==> src/rtl/wlc_pkg.sv <==
// -----------------------------------------------------------------------------
// wlc_pkg
// Shared types and sizing for the weight_load_ctrl slice.
//   state_t    : controller states IDLE / LOAD / FLUSH / READY
//   WLC_NUM_W  : weights per 5x5 kernel
//   WLC_ADDR_W : weight-file address width
//   WLC_DATA_W : signed weight width
//   WLC_CSUM_W : checksum width (16-bit wraparound sum)
// -----------------------------------------------------------------------------
package wlc_pkg;

   localparam int WLC_NUM_W  = 25;
   localparam int WLC_ADDR_W = 5;
   localparam int WLC_DATA_W = 8;
   localparam int WLC_CSUM_W = 16;

   typedef enum logic [1:0] {
      IDLE  = 2'd0,
      LOAD  = 2'd1,
      FLUSH = 2'd2,
      READY = 2'd3
   } state_t;

endpackage : wlc_pkg

==> src/rtl/weight_load_ctrl_if.sv <==
// -----------------------------------------------------------------------------
// weight_load_ctrl_if
// Valid/ready stream carrying signed weights into weight_load_ctrl.
//   w       : signed weight data (DATA_W bits)
//   w_valid : source has a weight on w
//   w_ready : controller accepts a weight this cycle
// Modports: master = weight source, slave = weight_load_ctrl.
// -----------------------------------------------------------------------------
interface weight_load_ctrl_if #(
   parameter int DATA_W = wlc_pkg::WLC_DATA_W
);

   logic [DATA_W-1:0] w;
   logic              w_valid;
   logic              w_ready;

   modport master (output w, output w_valid, input  w_ready);
   modport slave  (input  w, input  w_valid, output w_ready);

endinterface : weight_load_ctrl_if

==> src/rtl/wlc_csum_acc.sv <==
// -----------------------------------------------------------------------------
// wlc_csum_acc
// 16-bit signed running sum of accepted weights (wraparound).
//   i_clk, i_rst_n : clock, synchronous active-low reset
//   i_clr          : zero the sum (wins over i_en)
//   i_en           : add sign-extended i_w this cycle
//   i_w            : signed weight
//   o_sum          : current registered sum
// Only instantiated when WEIGHT_LOAD_CSUM_EN is defined.
// -----------------------------------------------------------------------------
module wlc_csum_acc
   import wlc_pkg::*;
#(
   parameter int DATA_W = WLC_DATA_W
) (
   input  logic                  i_clk,
   input  logic                  i_rst_n,
   input  logic                  i_clr,
   input  logic                  i_en,
   input  logic [DATA_W-1:0]     i_w,
   output logic [WLC_CSUM_W-1:0] o_sum
);

   logic [WLC_CSUM_W-1:0] sum_d;
   logic [WLC_CSUM_W-1:0] sum_q;

   always_comb begin
      sum_d = sum_q;
      if (i_clr) begin
         sum_d = '0;
      end else if (i_en) begin
         sum_d = sum_q + {{(WLC_CSUM_W - DATA_W){i_w[DATA_W-1]}}, i_w};
      end
   end

   always_ff @(posedge i_clk) begin
      if (!i_rst_n) sum_q <= '0;
      else          sum_q <= sum_d;
   end

   assign o_sum = sum_q;

endmodule : wlc_csum_acc

==> src/rtl/weight_load_ctrl.sv <==
// -----------------------------------------------------------------------------
// weight_load_ctrl
// Sequencer for the 5x5 conv weight register file. Accepts a valid/ready
// stream of signed weights and writes them to addresses 0..NUM_W-1, then
// flags a stable kernel to the MAC array.
//
// Ports
//   i_clk, i_rst_n  : clock, synchronous active-low reset
//   i_start         : pulse, begin a kernel load (IDLE or READY)
//   i_release       : pulse, drop the kernel / abort a load (wins over i_start)
//   w_if (slave)    : weight stream w / w_valid / w_ready
//   i_csum          : expected signed weight sum, latched on i_start
//   o_st_w          : weight-file write data
//   o_st_addr       : weight-file address
//   o_st_wr_en      : weight-file write enable
//   o_st_valid      : weight-file valid; low makes the file clear itself
//   o_kernel_ready  : all weights resident and stable
//   o_busy          : controller not IDLE
//   o_err_timeout   : sticky, last load aborted by stream timeout
//   o_err_csum      : sticky, last load failed checksum
//
// Build option: define WEIGHT_LOAD_CSUM_EN to accumulate and check the weight
// checksum in FLUSH. Without it i_csum is ignored and o_err_csum stays 0.
// All outputs are registered and derived from the next state.
// -----------------------------------------------------------------------------
module weight_load_ctrl
   import wlc_pkg::*;
#(
   parameter int NUM_W        = WLC_NUM_W,
   parameter int ADDR_W       = WLC_ADDR_W,
   parameter int DATA_W       = WLC_DATA_W,
   parameter int LOAD_TIMEOUT = 1024
) (
   input  logic                  i_clk,
   input  logic                  i_rst_n,
   input  logic                  i_start,
   input  logic                  i_release,
   weight_load_ctrl_if.slave     w_if,
   input  logic [WLC_CSUM_W-1:0] i_csum,
   output logic [DATA_W-1:0]     o_st_w,
   output logic [ADDR_W-1:0]     o_st_addr,
   output logic                  o_st_wr_en,
   output logic                  o_st_valid,
   output logic                  o_kernel_ready,
   output logic                  o_busy,
   output logic                  o_err_timeout,
   output logic                  o_err_csum
);

   localparam int                IDLE_W      = $clog2(LOAD_TIMEOUT + 1);
   localparam logic [ADDR_W-1:0] LAST_ADDR   = ADDR_W'(NUM_W - 1);
   localparam logic [IDLE_W-1:0] TIMEOUT_CNT = IDLE_W'(LOAD_TIMEOUT);

   state_t              state_d, state_q;
   logic [ADDR_W-1:0]   cnt_d, cnt_q;
   logic [IDLE_W-1:0]   idle_cnt_d, idle_cnt_q;
   logic [DATA_W-1:0]   st_w_d, st_w_q;
   logic [ADDR_W-1:0]   st_addr_d, st_addr_q;
   logic                st_wr_en_d, st_wr_en_q;
   logic                err_timeout_d, err_timeout_q;
   logic                err_csum_d, err_csum_q;
   logic                st_valid_q, w_ready_q, kernel_ready_q, busy_q;
   logic                hs;

   // w_ready_q is only ever high in LOAD, so this is the LOAD handshake.
   assign hs = w_if.w_valid & w_ready_q;

`ifdef WEIGHT_LOAD_CSUM_EN
   logic [WLC_CSUM_W-1:0] csum_d, csum_q;
   logic [WLC_CSUM_W-1:0] acc_sum;
   logic                  acc_clr;

   wlc_csum_acc #(.DATA_W(DATA_W)) u_csum_acc (
      .i_clk   (i_clk),
      .i_rst_n (i_rst_n),
      .i_clr   (acc_clr),
      .i_en    (hs),
      .i_w     (w_if.w),
      .o_sum   (acc_sum)
   );
`else
   logic csum_unused;
   assign csum_unused = ^i_csum;
`endif

   // NOTE: every signal driven here gets a default first, so no path can
   // leave one unassigned and infer a latch.
   always_comb begin
      state_d       = state_q;
      cnt_d         = cnt_q;
      idle_cnt_d    = idle_cnt_q;
      st_w_d        = st_w_q;
      st_addr_d     = st_addr_q;
      st_wr_en_d    = 1'b0;
      err_timeout_d = err_timeout_q;
      err_csum_d    = err_csum_q;
`ifdef WEIGHT_LOAD_CSUM_EN
      csum_d        = csum_q;
      acc_clr       = 1'b0;
`endif

      if (i_release) begin
         // Release beats a simultaneous start; dropping o_st_valid clears the file.
         state_d = IDLE;
      end else begin
         unique case (state_q)
            IDLE, READY: begin
               if (i_start) begin
                  state_d       = LOAD;
                  cnt_d         = '0;
                  idle_cnt_d    = '0;
                  err_timeout_d = 1'b0;
                  err_csum_d    = 1'b0;
`ifdef WEIGHT_LOAD_CSUM_EN
                  csum_d        = i_csum;
                  acc_clr       = 1'b1;
`endif
               end
            end
            LOAD: begin
               if (hs) begin
                  st_w_d     = w_if.w;
                  st_addr_d  = cnt_q;
                  st_wr_en_d = 1'b1;
                  cnt_d      = cnt_q + 1'b1;
                  idle_cnt_d = '0;
                  if (cnt_q == LAST_ADDR) state_d = FLUSH;
               end else begin
                  idle_cnt_d = idle_cnt_q + 1'b1;
                  if (idle_cnt_d == TIMEOUT_CNT) begin
                     state_d       = IDLE;
                     err_timeout_d = 1'b1;
                  end
               end
            end
            FLUSH: begin
               // The final write is on the file's inputs during this cycle.
               state_d = READY;
`ifdef WEIGHT_LOAD_CSUM_EN
               if (acc_sum != csum_q) begin
                  state_d    = IDLE;
                  err_csum_d = 1'b1;
               end
`endif
            end
            default: state_d = IDLE;
         endcase
      end
   end

   // NOTE: state is updated with non-blocking assignments so every flop
   // samples the pre-edge values regardless of statement order.
   always_ff @(posedge i_clk) begin
      if (!i_rst_n) begin
         state_q        <= IDLE;
         cnt_q          <= '0;
         idle_cnt_q     <= '0;
         st_w_q         <= '0;
         st_addr_q      <= '0;
         st_wr_en_q     <= 1'b0;
         st_valid_q     <= 1'b0;
         w_ready_q      <= 1'b0;
         kernel_ready_q <= 1'b0;
         busy_q         <= 1'b0;
         err_timeout_q  <= 1'b0;
         err_csum_q     <= 1'b0;
`ifdef WEIGHT_LOAD_CSUM_EN
         csum_q         <= '0;
`endif
      end else begin
         state_q        <= state_d;
         cnt_q          <= cnt_d;
         idle_cnt_q     <= idle_cnt_d;
         st_w_q         <= st_w_d;
         st_addr_q      <= st_addr_d;
         st_wr_en_q     <= st_wr_en_d;
         // Registered status follows the state being entered on this edge.
         st_valid_q     <= (state_d != IDLE);
         w_ready_q      <= (state_d == LOAD);
         kernel_ready_q <= (state_d == READY);
         busy_q         <= (state_d != IDLE);
         err_timeout_q  <= err_timeout_d;
         err_csum_q     <= err_csum_d;
`ifdef WEIGHT_LOAD_CSUM_EN
         csum_q         <= csum_d;
`endif
      end
   end

   assign w_if.w_ready   = w_ready_q;
   assign o_st_w         = st_w_q;
   assign o_st_addr      = st_addr_q;
   assign o_st_wr_en     = st_wr_en_q;
   assign o_st_valid     = st_valid_q;
   assign o_kernel_ready = kernel_ready_q;
   assign o_busy         = busy_q;
   assign o_err_timeout  = err_timeout_q;
   assign o_err_csum     = err_csum_q;

endmodule : weight_load_ctrl

==> src/flat_wrapper.sv <==
// flat-port wrapper written by rule: the top's interface ports become plain ports
module weight_load_ctrl_flat import wlc_pkg::*;
#(
   parameter int NUM_W        = WLC_NUM_W,
   parameter int ADDR_W       = WLC_ADDR_W,
   parameter int DATA_W       = WLC_DATA_W,
   parameter int LOAD_TIMEOUT = 1024
)
  (i_clk, i_rst_n, i_start, i_release, i_csum, o_st_w, o_st_addr, o_st_wr_en, o_st_valid, o_kernel_ready, o_busy, o_err_timeout, o_err_csum, w_if_w, w_if_w_valid, w_if_w_ready);
  weight_load_ctrl_if #(.DATA_W(DATA_W)) w_if_i ();
  input  logic i_clk;
  input  logic i_rst_n;
  input  logic i_start;
  input  logic i_release;
  input  logic [WLC_CSUM_W-1:0] i_csum;
  output logic [DATA_W-1:0] o_st_w;
  output logic [ADDR_W-1:0] o_st_addr;
  output logic o_st_wr_en;
  output logic o_st_valid;
  output logic o_kernel_ready;
  output logic o_busy;
  output logic o_err_timeout;
  output logic o_err_csum;
  input wire logic [$bits(w_if_i.w)-1:0] w_if_w;
  input wire logic [$bits(w_if_i.w_valid)-1:0] w_if_w_valid;
  output wire logic [$bits(w_if_i.w_ready)-1:0] w_if_w_ready;
  assign w_if_i.w = w_if_w;
  assign w_if_i.w_valid = w_if_w_valid;
  assign w_if_w_ready = w_if_i.w_ready;
  weight_load_ctrl #(.NUM_W(NUM_W), .ADDR_W(ADDR_W), .DATA_W(DATA_W), .LOAD_TIMEOUT(LOAD_TIMEOUT)) u_core (.i_clk(i_clk), .i_rst_n(i_rst_n), .i_start(i_start), .i_release(i_release), .w_if(w_if_i), .i_csum(i_csum), .o_st_w(o_st_w), .o_st_addr(o_st_addr), .o_st_wr_en(o_st_wr_en), .o_st_valid(o_st_valid), .o_kernel_ready(o_kernel_ready), .o_busy(o_busy), .o_err_timeout(o_err_timeout), .o_err_csum(o_err_csum));
endmodule
==> config.mk <==
export PLATFORM = sky130hd
export DESIGN_NAME = weight_load_ctrl_flat
export DESIGN_NICKNAME = d
export VERILOG_FILES = /design/src/rtl/wlc_pkg.sv /design/src/rtl/weight_load_ctrl_if.sv /design/src/rtl/wlc_csum_acc.sv /design/src/rtl/weight_load_ctrl.sv /design/src/flat_wrapper.sv
export SDC_FILE = /design/constraint.sdc
export NUM_CORES = 1
export LEC_CHECK = 0
export ABC_AREA = 1
export CAP_MARGIN = 40
export CORE_ASPECT_RATIO = 2
export CORE_MARGIN = 10
export CORE_UTILIZATION = 40
export DETAILED_ROUTE_END_ITERATION = 8
export GPL_ROUTABILITY_DRIVEN = 0
export PLACE_DENSITY_LB_ADDON = 0.3
export SLEW_MARGIN = 15
export SYNTH_ARGS = -nofsm -noshare
export SYNTH_HDL_FRONTEND = slang
export SYNTH_SLANG_ARGS = --single-unit
==> constraint.sdc <==
create_clock -name i_clk -period 5.2 [get_ports i_clk]
set_input_delay 0.78 -clock i_clk [delete_from_list [all_inputs] [get_ports i_clk]]
set_output_delay 0.78 -clock i_clk [all_outputs]
set_load 0.01 [all_outputs]
======== Word level (Yosys, flattened, before mapping) ========
Index checks and enable logic that the tools add are counted.
operators by class
  $add $sub $neg .......................... 2
  bitwise gates (word level) .............. 4
  equal/unequal tests ..................... 11
  muxes and demuxes ....................... 17
  reductions and logical operators ........ 9
  div/mod/pow operators ................... 0
  shift-type cells ........................ 0
  $mul .................................... 0
  $lt $le $gt $ge ......................... 0
operators by type and width
  kind                   count
  $mux 11                2
  $pmux 11 s2            1
  $add 11x1->11 const B  1
  $eq 11x11->1 const B   1
  $mux 2                 5
  $mux 5                 2
  $pmux 5 s2             1
  $eq 2x2->1 const B     3
  $pmux 2 s3             1
  $reduce_and 3->1       2
  $add 5x1->5 const B    1
  $eq 5x5->1 const B     1
  $reduce_and 5->1       1
  $eq 2x1->1 const B     2
  $mux 1                 4
  $ne 2x1->1 const B     2
  $ne 2x2->1 const B     2
  $reduce_and 4->1       1
  $reduce_bool 2->1      2
  $not 1->1              3
  $reduce_or 3->1        1
  $logic_not 2->1        1
  $pmux 1 s2             1
  $reduce_or 2->1        1
  $and 1x1->1            1
word-level totals
  logic and storage cells ................. 53
  memories ................................ 0
  latch bits .............................. 0
  memory bits (writable) .................. 0
  output and inout bits ................... 20
  ROM bits ................................ 0
  register bits after elaboration ......... 36
  bits of input ports ..................... 29

======== Depth between registers and ports, before layout ========
Gate-level depths: netlist (run 1).
  word-level depth ........................ 7
  gate-level depth with buffers ........... 14
  mapped depth without buffers ............ 14

======== Worst setup path before layout (run 1) ========
No wires, ideal clock.
  path kind ............................... input to register
  start point ............................. input port i_release
  end point ............................... register u_core.cnt_q[2]
  buffers on the path ..................... 1
  setup slack ............................. 3.315 ns
  library setup time ...................... 0.133 ns
  required time ........................... 5.067 ns
  cell stages on the path ................. 7
  arrival time ............................ 1.752 ns
  cell sequence ........................... inv_1 o21ai_2 nor2_1 inv_1 buf_2 o21ai_0 nor3b_1
on the way
  cells in the longest elaborated chain, start to end .. 2
RTL lines
  item                        RTL line                 source
  start: declaration          flat_wrapper.sv:14       input logic i_release;
  $not 1->1 (no line)         --
  $reduce_and 4->1 (no line)  --
  end signal: assignment      weight_load_ctrl.sv:172  cnt_q <= cnt_d;
  end: declaration            weight_load_ctrl.sv:55   logic [ADDR_W-1:0] cnt_d, cnt_q;
Every way passes these cells.
A chain may end at the register's enable or synchronous reset.

======== Final worst setup path (run 1) ========
  start point ............................. input port i_release
  end point ............................... register u_core.idle_cnt_q[8]
on the way
  cells in the longest elaborated chain, start to end .. 2
RTL lines
  item                        RTL line                 source
  $not 1->1 (no line)         --
  $reduce_and 3->1 (no line)  --
  end signal: assignment      weight_load_ctrl.sv:173  idle_cnt_q <= idle_cnt_d;
  end: declaration            weight_load_ctrl.sv:56   logic [IDLE_W-1:0] idle_cnt_d, idle_cnt_q;
Every way passes these cells.

==> impl_results.md, run 1 <==
- Status: finished, final reports clean
- Dominant cell type by area after synthesis: dfxtp_1
- Most numerous cell in the Yosys netlist: nand2_1
- Final worst path period share: 46.8%
- DP Wirelength: 3110 um
- Final cell area excluding filler cells: 2200 um2
- Synth warnings: 0
- Area delta synth->final: 25.4%
- Die Y: 114 um
- Crit end category: flip-flop
- DR vias/cell: 4.80
- Min-Delay Path Class: flip-flop to flip-flop
- Clk_skew: 0.00431 ns
- Number of max-cap violations: 0
- Post-synth top flop: dfxtp_1
- PwrDens: 248 nW/um2
- Final Net Count: 315
- Hold depth: 2
- Initial antenna violation count: 0
- Worst-Margin Slew: 0.518 ns
- Syn_area_per_cell: 7.08 um2
- Ranking of synthesized cells by area: dfxtp_1 41%, nand2_1 13%, nor2_1 7.3%
- Die Area: 7600 um2
- Worst Path Required: 5.42 ns
- Synth top cells by count: 60 x nand2_1, 36 x dfxtp_1, 34 x nor2_1
- Layout cell share with drive strength beyond 1: 8.57%
- F_max: 411 MHz
- Syn Inst Count: 248
- Main combinational cell family by area after synthesis: simple AND/OR/NAND/NOR gates
- Setup TNS Final: 0 ns
- Post-synthesis mux area share: 0%
- Yosys reg bits: 36
- Syn Nets: 283
- GRT Overall Usage: 11.7%
- Post-synthesis simple-gate area fraction: 32.8%
- Clock Latency Late Sink: 0.29 ns
- Post-CTS Setup Inserts: 0
- Die width: 66.9 um
- RSZ-0062 raised after global routing: no
- Xor/xnor share of the synthesized area: 0.499%
- Crit path max fanout: 11
- Adder and majority gate portion of the synthesized area: 4.27%
- I/O pin cnt: 49
- CTS Buf Count: 5
- Leakage dissipation: 0.853 nW
- Residual DRC count: 0
- Area after DPL: 2110 um2
- Synthesized area: 1760 um2
- Rel. slew slack: 65.1%
- Total grt overflow: 0
- PostCTS Resize Cnt: 0
- Non-filler cells in the finished layout: 334
- Post-synthesis compound-gate area fraction: 12.9%
- # hold bufs at CTS: 0
- Final setup violation count: 0
- IO Port Bufs: 31
- First DRT Iteration DRCs: 44
- Netlist cell types: 27
- Clk pin slew, worst setup/hold paths: 0.07 ns
- Maximum vdd drop: 187 uV
- Avg WL per Cell: 11.9 um
- CTS root buf: clkbuf_8
- Share of the synthesized area in the top cell type: 41.0%
- Num rows: 34
- Clock tree from TritonCTS: done
- Largest net degree at the start of global routing: 19
- Vias after detailed routing: 1,603
- Starting Density: 40.9%
- Max-slew violations: 0
- Final Hold Vio Count: 0
- Setup CP Type: input port to flip-flop
- # clock sinks: 36
- Ant diodes: 0
- Core area: 4300 um2
- H-Tree Depth: 2
- Sequential share of the synthesized area: 41.0%
- Vias in the first global route: 1,674
- Startpoint Class: input port
- Final ANT Viol Nets: 0
- Number of flops mapped to enable cells by yosys: 0
- Pre-Repair DR Iteration Count: 4
- First-pass GRT wire length: 7140 um
- R2r worst-path depth: 9
- Filler instances: 422
- FFs w/ async S/R, synth: 0%
- Placed Cells: 327
- Post-Route WL: 3990 um
- Period minus WS final: 2.44 ns
- Worst EP arrival: 2.65 ns
- Max clock buf depth: 2
-- routing by layer --
metal | vias up | global-route usage (%) | share of wire [%]
met3 | 7 | 4.13 | 5.2
met1 | 718 | 11.3 | 38
li1 | 849 | - | -
met4 | 0 | 5.65 | 2.1
met5 | - | 0 | 0
met2 | 29 | 20.8 | 55
-- registers in the layout, indices dropped and copies added, names as in the netlist --
name,flops
u_core.cnt_q,5
u_core.idle_cnt_q,11
u_core.o_err_timeout,1
u_core.o_kernel_ready,1
u_core.o_st_addr,5
u_core.o_st_valid,1
u_core.o_st_w,8
u_core.o_st_wr_en,1
u_core.state_q,2
u_core.w_if.w_ready,1
-- layout by cell type (no fill, tap or decap) --
master,n
nor2_2,3
inv_2,2
o21ai_2,1
nor3_2,2
clkdlybuf4s50_1,31
nor2_1,34
nor3b_2,1
o21ai_0,18
buf_4,1
nor3b_1,3
xor2_1,1
ha_1,6
nand2_1,60
a31oi_1,1
a21oi_1,17
nand2_2,1
inv_1,27
nand3b_1,1
o21ai_1,1
clkbuf_8,7
nor2_4,1
nand3_2,4
a211oi_1,2
dfxtp_1,36
nand3_1,17
a21oi_4,1
conb_1,1
-- power by group --
group	internal [mW]	switching (mW)
clock	0.118	0.0966
combinational	0.0222	0.0277
sequential	0.280	0.00245
total	0.420	0.127
-- final timing paths --
check,startpoint,endpoint,slack (ns)
setup / recovery,i_release,u_core.idle_cnt_q[8],2.76
hold / removal,u_core.idle_cnt_q[10],u_core.idle_cnt_q[10],0.49
setup reg to reg,u_core.state_q[0],u_core.idle_cnt_q[8],2.91
hold reg to reg,u_core.idle_cnt_q[10],u_core.idle_cnt_q[10],0.49
-- area by class of cell --
cell class	instances	area, um2	share of cell area [%]
flip-flops and latches	36	721	32.7
repair buffers	32	318	14.4
inverters	29	109	4.94
clock buffers	7	96.3	4.38
multi-input cells	176	891	40.5
well taps	54	67.6	3.07
-- cells by family after synthesis --
logic type | count (synthesis)
AOI/OAI and AO/OA | 41
xor gates and xnor gates | 1
adders and majority gates | 6
buffers and inverters | 36
DFF | 36
other | 1
and+or+nand+nor | 127
-- per-stage QoR --
stage	hold WS [ns]	total power, mW	utilization (%)	setup WS (ns)
final	0.486	0.547	51.3	2.76
after global routing	0.519	0.572	51.3	2.50
after CTS	0.493	0.554	51.3	2.73
after detailed placement	0.483	0.339	49.0	2.43
after global placement	0.473	0.339	48.8	2.42
after floorplan	0.452	0.318	-	3.31
-- worst max-delay path: stages --
cell,delay (ns)
clkdlybuf4s50_1,0.46
inv_1,0.11
o21ai_2,0.07
nor2_1,0.29
inv_1,0.27
nor2_2,0.39
nand3_1,0.13
a21oi_1,0.14
No activity file was read; power rests on OpenSTA's default activity.
==> inputs of run 2 (changes only) <==
Clock period 5.2 ns to 2 ns, I/O delays scaled along.
==> impl_results.md, run 2 (synthesized netlist as in run 1, its figures left out) <==
- Status: finished, final reports clean
- CTS Buf Count: 5 (unchanged)
- Worst EP arrival: 1.99 ns (-0.66 ns)
- Setup TNS Final: 0 ns (unchanged)
- Most frequent cells in the layout: 59 x nand2_1, 35 x dfxtp_1, 32 x nor2_1
- Final worst path period share: 89.4%
- Crit end category: flip-flop
- Sw Pwr: 0.337 mW (+170%)
- Max FFs per register: 11 (unchanged)
- Period minus WS final: 1.79 ns
- # clock sinks: 36 (unchanged)
- Slowest cell on crit path: dfxtp_1
- PwrDens: 606 nW/um2 (+140%)
- Initial antenna violation count: 0 (unchanged)
- Crit path largest cell delay: 0.37 ns (-0.09 ns)
- Startpoint Class: flip-flop
- I/O pin cnt: 49 (unchanged)
- F_max: 559 MHz
- Crit path max fanout: 4 (-7)
- Clk pin slew, worst setup/hold paths: 0.07 ns (about the same)
- Starting Density: 40.9% (unchanged)
- Pre-CTS setup slack: 0.126 ns (-2.31 ns)
- Die Area: 7600 um2 (unchanged)
- CTS root buf: clkbuf_8
- Final Net Count: 323 (+2.5%)
- Flop pwr share: 53.5% (+1.9 points)
- Max clock buf depth: 2 (unchanged)
- DP Wirelength: 3370 um (+8.4%)
- Vias in the first global route: 1,681 (+0.42%)
- Core area: 4300 um2 (unchanged)
- Hold_ws: 0.483 ns (-0.00274 ns)
- Final Hold Vio Count: 0 (unchanged)
- Avg WL per Cell: 12.5 um (+4.5%)
- Largest net degree at the start of global routing: 20 (+1)
- Residual DRC count: 0 (unchanged)
- Die width: 66.9 um (unchanged)
- Largest Register: u_core.idle_cnt_q
- Number of max-cap violations: 0 (unchanged)
- Post-Route WL: 4270 um (+7.0%)
- Setup ws final: 0.212 ns (-2.55 ns)
- Total grt overflow: 0 (unchanged)
- Clock share of power: 35.6% (-3.7 points)
- Layout cell share with drive strength beyond 1: 12.8% (+4.3 points)
- CP Cell Sequence: inv_1, ha_1, inv_2, o21ai_2, nor2_2, inv_1, nor2_2, buf_4, nor2_1, a211oi_1
- Setup CP Type: flip-flop to flip-flop
- P_int: 1.04 mW (+150%)
- Vias after detailed routing: 1,658 (+3.4%)
- Area delta synth->final: 28.9%
- Num rows: 34 (unchanged)
- DR vias/cell: 4.85 (+1.0%)
- Clock tree from TritonCTS: done
- Post-CTS Setup Inserts: 0 (unchanged)
- First-pass GRT wire length: 7110 um (-0.48%)
- Min-Delay Path Class: flip-flop to flip-flop
- Leakage dissipation: 0.878 nW (+3.0%)
- Final ANT Viol Nets: 0 (unchanged)
- Worst Path Required: 2.21 ns (-3.21 ns)
- Sw frac: 24.5% (+1.3 points)
- H-Tree Depth: 2 (unchanged)
- First DRT Iteration DRCs: 16 (-64%)
- Pre-Repair DR Iteration Count: 4 (unchanged)
- Maximum vdd drop: 514 uV (+170%)
- Clock Latency Late Sink: 0.29 ns (about the same)
- Gate power share: 10.9% (+1.8 points)
- Ant diodes: 0 (unchanged)
- Final setup violation count: 0 (unchanged)
- Clk_skew: 0.00637 ns (+0.00206 ns)
- RSZ-0062 raised after global routing: no
- Die Y: 114 um (unchanged)
- Max-slew violations: 0 (unchanged)
- Commonest non-fill, non-tap cell in the layout: nand2_1
- IO Port Bufs: 31 (unchanged)
- GRT Overall Usage: 11.9% (+0.19 points)
-- run 2: through the flow --
stage	std cells	utilization [%]	power, mW	area [um2]
2_1_floorplan	248	-	0.827	1760
3_3_place_gp	335	50.4	0.897	2170
3_5_place_dp	335	50.4	0.898	2170
4_1_cts	342	52.2	1.38	2240
5_1_grt	342	52.7	1.43	2260
6_report	342	52.7	1.37	2260
-- run 2: layout make-up --
| class | instances | area [um2] |
|---|---|---|
| Fill cell | 439 | 2030 |
| Multi-Input combinational cell | 176 | 911 |
| Sequential cell | 36 | 722 |
| Timing Repair Buffer | 40 | 378 |
| Inverter | 29 | 109 |
| Clock buffer | 6 | 72.6 |
| Tap cell | 54 | 67.6 |
| Clock inverter | 1 | 5.00 |
-- run 2: path summary, 6_finish.rpt --
kind | start | endpoint | slack (ns) | cells after the start
max | u_core.state_q[0] | u_core.idle_cnt_q[0] | 0.21 | 10
min reg2reg | u_core.idle_cnt_q[10] | u_core.idle_cnt_q[10] | 0.48 | 2
max reg2reg | u_core.state_q[0] | u_core.idle_cnt_q[0] | 0.21 | 10
min | u_core.idle_cnt_q[10] | u_core.idle_cnt_q[10] | 0.48 | 2
-- run 2: metal layers --
layer  GRT usage, %  vias to the layer above  part of all wire (%)  wire length [um]
met5              0                        -                     0                 0
met4           6.47                        0                   2.4               103
met3           4.03                       10                   5.3               226
met2           22.6                       29                    59              2520
met1           9.95                      757                    33              1410
li1               -                      862                     -                 -
-- run 2: timing repair --
action	CTS	global route
hold buffers	0	0
endpoints found under the setup margin	0	9
resized for setup	0	7
-- run 2: worst max-delay path, delay by kind of cell, from the launching register on --
family | cells | cell delay (ns)
buffers and inverters | 4 | 0.43
adder cells (fa/ha/maj) | 1 | 0.35
AND/OR/NAND/NOR | 3 | 0.32
AO/OA/AOI/OAI | 2 | 0.23
flip-flops | 1 | 0.37
-- run 2: power groups by stage --
stage          registers (mW)  logic, mW  clock network, mW
2_1_floorplan           0.754     0.0730                  0
6_report                0.735      0.150              0.488
3_5_place_dp            0.751      0.148                  0
3_3_place_gp            0.750      0.147                  0
4_1_cts                 0.734      0.149              0.502
5_1_grt                 0.735      0.165              0.534
